**src/rtl/serial_sub_ctrl.sv**
```systemverilog
// serial_sub_ctrl: bit-serial WIDTH-bit subtractor controller.
// It runs a one-bit full-subtractor slice (two half_sub cells plus a borrow
// OR) over WIDTH cycles, LSB first. The result is diff = a - b (mod 2^WIDTH)
// and brow = (a < b).
//
// Ports:
//   clk   - rising-edge clock
//   rst   - synchronous active-high reset
//   start - request pulse, accepted only in IDLE or DONE
//   a, b  - minuend / subtrahend, captured on the accepted start edge
//   busy  - high while the slice is iterating (RUN)
//   done  - single-cycle pulse; diff/brow are valid from this cycle on
//   diff  - last completed result, held until the next completion
//   brow  - final borrow of the last completed result

module half_sub (
    input  logic a,
    input  logic b,
    output logic d,
    output logic bo
);
    assign d  = a ^ b;
    assign bo = ~a & b;
endmodule

module serial_sub_ctrl #(
    parameter int WIDTH = 8
) (
    input  logic             clk,
    input  logic             rst,
    input  logic             start,
    input  logic [WIDTH-1:0] a,
    input  logic [WIDTH-1:0] b,
    output logic             busy,
    output logic             done,
    output logic [WIDTH-1:0] diff,
    output logic             brow
);
    localparam int CW = $clog2(WIDTH + 1);

    typedef enum logic [1:0] {IDLE, RUN, DONE} state_t;

    state_t           state;
    logic [WIDTH-1:0] op_a;
    logic [WIDTH-1:0] op_b;
    logic [WIDTH-1:0] acc;
    logic [WIDTH-1:0] acc_nxt;
    logic [CW-1:0]    cnt;
    logic             bin;
    logic             d0, b0, dbit, b1, bout;
    logic             last;

    // Full-subtractor slice on the current LSBs and the stored borrow.
    half_sub u_hs0 (.a(op_a[0]), .b(op_b[0]), .d(d0),   .bo(b0));
    half_sub u_hs1 (.a(d0),      .b(bin),     .d(dbit), .bo(b1));
    assign bout = b0 | b1;

    // New bit enters at the MSB, so after WIDTH shifts bit 0 sits in acc[0].
    generate
        if (WIDTH == 1) begin : g_acc1
            assign acc_nxt = dbit;
        end else begin : g_accn
            assign acc_nxt = {dbit, acc[WIDTH-1:1]};
        end
    endgenerate

    assign last = (cnt == CW'(WIDTH - 1));

    always_ff @(posedge clk) begin
        if (rst) begin
            state <= IDLE;
            busy  <= 1'b0;
            done  <= 1'b0;
            diff  <= '0;
            brow  <= 1'b0;
            bin   <= 1'b0;
            cnt   <= '0;
            op_a  <= '0;
            op_b  <= '0;
            acc   <= '0;
        end else begin
            case (state)
                IDLE, DONE: begin
                    if (start) begin
                        op_a  <= a;
                        op_b  <= b;
                        bin   <= 1'b0;
                        acc   <= '0;
                        cnt   <= '0;
                        state <= RUN;
                        busy  <= 1'b1;
                        done  <= 1'b0;
                    end else begin
                        state <= IDLE;
                        busy  <= 1'b0;
                        done  <= 1'b0;
                    end
                end
                RUN: begin
                    acc  <= acc_nxt;
                    bin  <= bout;
                    op_a <= op_a >> 1;
                    op_b <= op_b >> 1;
                    cnt  <= cnt + CW'(1);
                    if (last) begin
                        // Result includes this cycle's bit and borrow.
                        diff  <= acc_nxt;
                        brow  <= bout;
                        state <= DONE;
                        busy  <= 1'b0;
                        done  <= 1'b1;
                    end
                end
                default: begin
                    state <= IDLE;
                    busy  <= 1'b0;
                    done  <= 1'b0;
                end
            endcase
        end
    end
endmodule

```
**config.mk**
```make
export PLATFORM = sky130hd
export DESIGN_NAME = serial_sub_ctrl
export DESIGN_NICKNAME = d
export VERILOG_FILES = /design/src/rtl/serial_sub_ctrl.sv
export SDC_FILE = /design/constraint.sdc
export NUM_CORES = 1
export LEC_CHECK = 0
export BUFFER_PORTS_ARGS = -buffer_cell sky130_fd_sc_hd__buf_2
export CORE_MARGIN = 5
export CORE_UTILIZATION = 58
export CTS_CLUSTER_DIAMETER = 150
export DETAILED_ROUTE_END_ITERATION = 8
export PLACE_DENSITY = 0.88
export SLEW_MARGIN = 20
export SYNTH_ARGS = -nofsm -noshare
export SYNTH_HDL_FRONTEND = slang
export SYNTH_SLANG_ARGS = --single-unit
```
**constraint.sdc**
```tcl
create_clock -name clk -period 3.3 [get_ports clk]
set_clock_uncertainty 0.15 [all_clocks]
set_input_delay 0.165 -clock clk [delete_from_list [all_inputs] [get_ports clk]]
set_output_delay 0.165 -clock clk [all_outputs]
set_load 0.1 [all_outputs]
```
# Yosys cells after proc, flatten, opt, wreduce, memory -nomap -nowiden
# Index checks and enable logic that the tools add are counted.
dict set report classes {
  addsub 1
  eq_ne 5
  muxes 16
  n_bitwise 8
  n_reduce_logical 6
}
# operator count
set ops {}
lappend ops {{one-hot mux 8 bit (2 select lines)} 3}
lappend ops {{two-way mux 8 bit} 3}
lappend ops {{one-hot mux 4 bit (2 select lines)} 1}
lappend ops {{adder 4 x 1 -> 4 bit (second input constant)} 1}
lappend ops {{== test 4 x 3 -> 1 bit (second input constant)} 1}
lappend ops {{two-way mux 1 bit} 4}
lappend ops {{two-way mux 4 bit} 1}
lappend ops {{inequality test 2 bit (second input constant)} 2}
lappend ops {{one-hot mux 1 bit (2 select lines)} 2}
lappend ops {{one-hot mux 2 bit (2 select lines)} 1}
lappend ops {{AND reduction 2 bit} 2}
lappend ops {{OR reduction 2 bit} 2}
lappend ops {{inverter 1 bit} 3}
lappend ops {{bitwise AND 1 bit} 2}
lappend ops {{== test 2 x 1 -> 1 bit (second input constant)} 1}
lappend ops {{== test 2 bit (second input constant)} 1}
lappend ops {{zero test 2 bit} 1}
lappend ops {{two-way mux 2 bit} 1}
lappend ops {{nonzero test 2 bit} 1}
lappend ops {{XOR 1 bit} 2}
lappend ops {{OR 1 bit} 1}
dict set report word_totals {
  reg_bits 42
  in_bits 19
  output_inout_bits 11
  elab_cells 46
}

# Logic depth before layout (Yosys ltp)
dict set report logic_depth {
  depth_word 5
  ltp_mapped 5
  ltp_nobuf 4
}

# Hierarchy
# A second synthesis with hierarchy kept.
dict set report hier_totals {
  cells_unflattened 187
  area_unflattened_um2 1689.1
}
# mod instances cells_each area_per_inst_um2 seq_area_each_um2
set by_module_without_submodules {}
lappend by_module_without_submodules {serial_sub_ctrl 1 181 1649.1 800.8}
lappend by_module_without_submodules {half_sub 2 3 20.0 0.0}

# Least setup slack after synthesis
# OpenSTA, ideal clock, no wires.
dict set report synth_path {
  kind {register to register}
  start {register state[0]}
  end {register cnt[3]}
  setup_ns 0.123
  arrival_time_ns 1.734
  required_ns 3.027
  slack_ns 1.293
  stages_incl_launch_ff 5
  n_path_buf 1
  period_less_slack_ns 2.007
  path_cell_list {dfxtp_1 -> and2b_1 -> buf_4 -> nand4_1 -> mux2_1}
}
dict set report synth_between {
  elab_chain_len 4
  elab_cells_between_ends 8
}
# element line
set synth_lines {}
lappend synth_lines {{start, declared} 43} ;# state_t state;
lappend synth_lines {{start signal, assigned} 71} ;# state <= IDLE;
lappend synth_lines {{start signal, assigned} 90} ;# state <= RUN;
lappend synth_lines {{start signal, assigned} 94} ;# state <= IDLE;
lappend synth_lines {{== test 2 bit / zero test 2 bit (equally long branches)} 82} ;# case (state)
lappend synth_lines {{OR reduction 2 bit} 82}
lappend synth_lines {{inequality test 2 bit (no source line) / nonzero test 2 bit (equally long branches)} n/a}
lappend synth_lines {{AND reduction 2 bit (no source line)} n/a}
lappend synth_lines {{end signal, assigned} 104} ;# cnt <= cnt + CW'(1);
lappend synth_lines {{end, declared} 48} ;# logic [CW-1:0] cnt;
# Several ways; a longest one is shown, not always the timed one.
# A chain may end at the register's enable or synchronous reset.

# Final worst setup path
dict set report layout_path {
  start {register state[1]}
  end {register cnt[2]}
}
# Same word-level chain as after synthesis.

==> metrics.txt <==
total global routing overflow=0; worst path required time=3.42 ns; number of cell rows=19; leakage=0.7515 nW; Final HPWL DP=2.298 mm; area grow syn2layout=21.21%; Gate Count Post-Synth=184; Initial DRC Count=127; gpl congestion=0.7040; Arr. time, crit path=2.06 ns; met1 Resource Use GR=0.2153; Pins Over Slew Limit=0; Power, Total=0.0009700 W; Yosys cell types=28; core area=0.002734 mm²; max cap viols=0; syn_nets=205; Worst Tran Pin Value=1.004 ns; Wirelength per Cell=14.68 µm; full die area=0.003966 mm²; crit path kind=register to register; RSZ-0062 raised after global routing=false; final WL=3.715 mm; CTS tree=yes; clock insertion delay at the later pin of the skew report=0.35 ns; Cell Pwr Density=491.6 mW/mm²; Fin Hold WS=0.2237 ns; Top-Level Pins=30; vias post-DR=1485; # setup viols final=0; Fin. Hold Viols=0; Setup Fix Bufs, Post-CTS=0; VDD IR-drop max=0.5849 mV; global routing met2 resource utilization=0.3423; Clk pwr share=0.353; Cell Area, Synth=0.001628 mm²; sw power=0.0002432 W; layout cells sized above 1=0.1892; vias per std cell=5.870; share of power burned in registers=0.527; HP Start=rst; Hold/Removal Path Class=input pin to register; Int Power=0.0007269 W; vias in the first global route=1456; die outline width=62.98 µm; Clk Tree Root Cell=clkbuf_4; Worst-path clk slew=0.12 ns; Initial Utilization=0.5954; YS warnings=0; f_max=517.6 MHz; CP Max Fanout=22; Worst Setup SP=state[1]; Die Ht=62.98 µm; Setup crit start kind=register; Clock Sinks=40; first-pass GRT wire length=6.403 mm; Layout Nets=242; ANT nets after route=0; register bit total from synthesis=40; CTS buffer count=5; Longest Clk Path Bufs=2; GR Layer Usage met3=0.07194; Setup TNS Final=0 ns; buffers added on ports=29; FF-to-FF Start=state[1]; total track usage=0.2007; max_slew headroom=0.3306; min Tclk post-route=1.932 ns; largest net degree at the start of global routing=42; Syn Area/Cell=8.847 µm²; antenna cells=0; period utilisation layout=0.5854; CTS H-tree depth=2; fin util=0.7217; status=completed; register area share after synthesis=0.4919; Worst setup EP type=register; # DRC=0; combinational power share=0.120; antenna violations before repair=0; TritonRoute pass-1 iters=4; sw frac=0.2507; PostCTS Resize Cnt=0; GRT Max-Usage Layer=met2
## worst max-delay path, cell delays in order (launching register included)
cell,delay [ns]
dfxtp_1,0.34
nand2b_1,0.43
buf_4,0.36
mux2_4,0.33
a211oi_2,0.24
## state kept, by name, summed over array words and instances, names as in the netlist
name	cells
diff	8
op_a	8
op_b	8
acc	7
cnt	4
state	2
bin	1
brow	1
done	1
## synthesized netlist by cell type, drive strengths merged
| library cell | n | area share |
|---|---|---|
| and3b | 1 | 0.0054 |
| a21oi | 37 | 0.11 |
| nor3b | 1 | 0.0046 |
| nor2b | 1 | 0.0038 |
| ha | 1 | 0.0077 |
| buf | 16 | 0.064 |
| a211oi | 1 | 0.0077 |
| nor3 | 2 | 0.0061 |
| mux2 | 2 | 0.016 |
| dfxtp | 40 | 0.49 |
| o21ai | 8 | 0.025 |
| inv | 2 | 0.0046 |
| nand2b | 4 | 0.015 |
| nand3 | 34 | 0.10 |
| nor2 | 3 | 0.0069 |
| and2b | 1 | 0.0046 |
| nand4 | 1 | 0.0038 |
| a22oi | 14 | 0.065 |
| clkbuf | 2 | 0.0046 |
| nand3b | 1 | 0.0046 |
| fa | 1 | 0.012 |
| nand2 | 10 | 0.023 |
| a311oi | 1 | 0.0054 |
## through the flow
| stage | setup slack (ns) | std cells | area [µm²] |
|---|---|---|---|
| final | 1.368 | 253 | 1973 |
| after global placement | 1.526 | 229 | 1723 |
| after global routing | 1.315 | 253 | 1973 |
| after CTS | 1.377 | 253 | 1973 |
| after detailed placement | 1.392 | 229 | 1723 |
| after floorplan | 1.293 | 184 | 1628 |
## cells in the final DEF (no fill, tap or decap)
master / Yosys / final
dfxtp_1: 40 / 40
a21oi_1: 37 / 37
nand3_1: 34 / 34
buf_2: 8 / 29
dlygate4sd3_1: 0 / 16
a22oi_1: 14 / 14
nand2_1: 10 / 10
o21ai_0: 6 / 6
clkbuf_4: 0 / 5
nand2b_1: 4 / 4
nor2_1: 3 / 3
buf_4: 5 / 3
inv_1: 2 / 2
o21ai_1: 2 / 2
nor3_1: 2 / 2
and3b_1: 1 / 1
and2b_1: 1 / 1
nand3b_1: 1 / 1
nor2b_1: 1 / 1
nor3b_1: 1 / 1
nand4_1: 1 / 1
mux2_1: 1 / 1
a311oi_1: 1 / 1
mux2_4: 1 / 1
a211oi_2: 1 / 1
fa_1: 1 / 1
ha_1: 1 / 1
clkinv_4: 0 / 1
bufinv_16: 0 / 1
clkbuf_8: 0 / 1
## logic make-up after synthesis
group / after synthesis / share of synthesized area
AO/OA/AOI/OAI: 61 / 0.2160
adder cells (fa/ha/maj): 2 / 0.01998
buffers and inverters: 20 / 0.07302
flip-flops: 40 / 0.4919
multiplexers: 2 / 0.01614
AND/OR/NAND/NOR: 59 / 0.1829
## what timing repair did
action	in CTS	in global routing
setup endpoints to repair	0	0
hold buffers	16	0
endpoints found under the hold margin	16	0
## per-layer routing
layer  share of wire  up-vias  routed length [µm]
met5               0        -                   0
met4           0.028        0                 103
met3           0.066       12                 244
met2            0.53       55                1969
met1            0.38      686                1398
li1                -      732                   -
## power by group through the flow
stage	registers (W)	clock network (W)	logic (W)
floorplan	0.000526	0	0.0000762
detailed placement	0.000521	0	0.0000999
global placement	0.000519	0	0.0000944
CTS	0.000510	0.000350	0.000114
finish	0.000511	0.000343	0.000116
global route	0.000513	0.000373	0.000130
## cell type report
type	count	area (µm²)
multi-input combinational	124	708.2
clock buffer	6	51.30
tap	31	38.79
fill	221	760.7
inverter	2	7.507
timing repair buffer	48	327.8
sequential	40	800.8
clock inverter	2	38.79
## path summary, 6_finish.rpt
check / to / slack, ns / cells after the start
hold / removal: state[0] / 0.22 / 2
setup / recovery: cnt[2] / 1.37 / 4
hold reg to reg: acc[2] / 0.33 / 2
setup reg to reg: cnt[2] / 1.37 / 4
(Power assumes the default switching activity.)
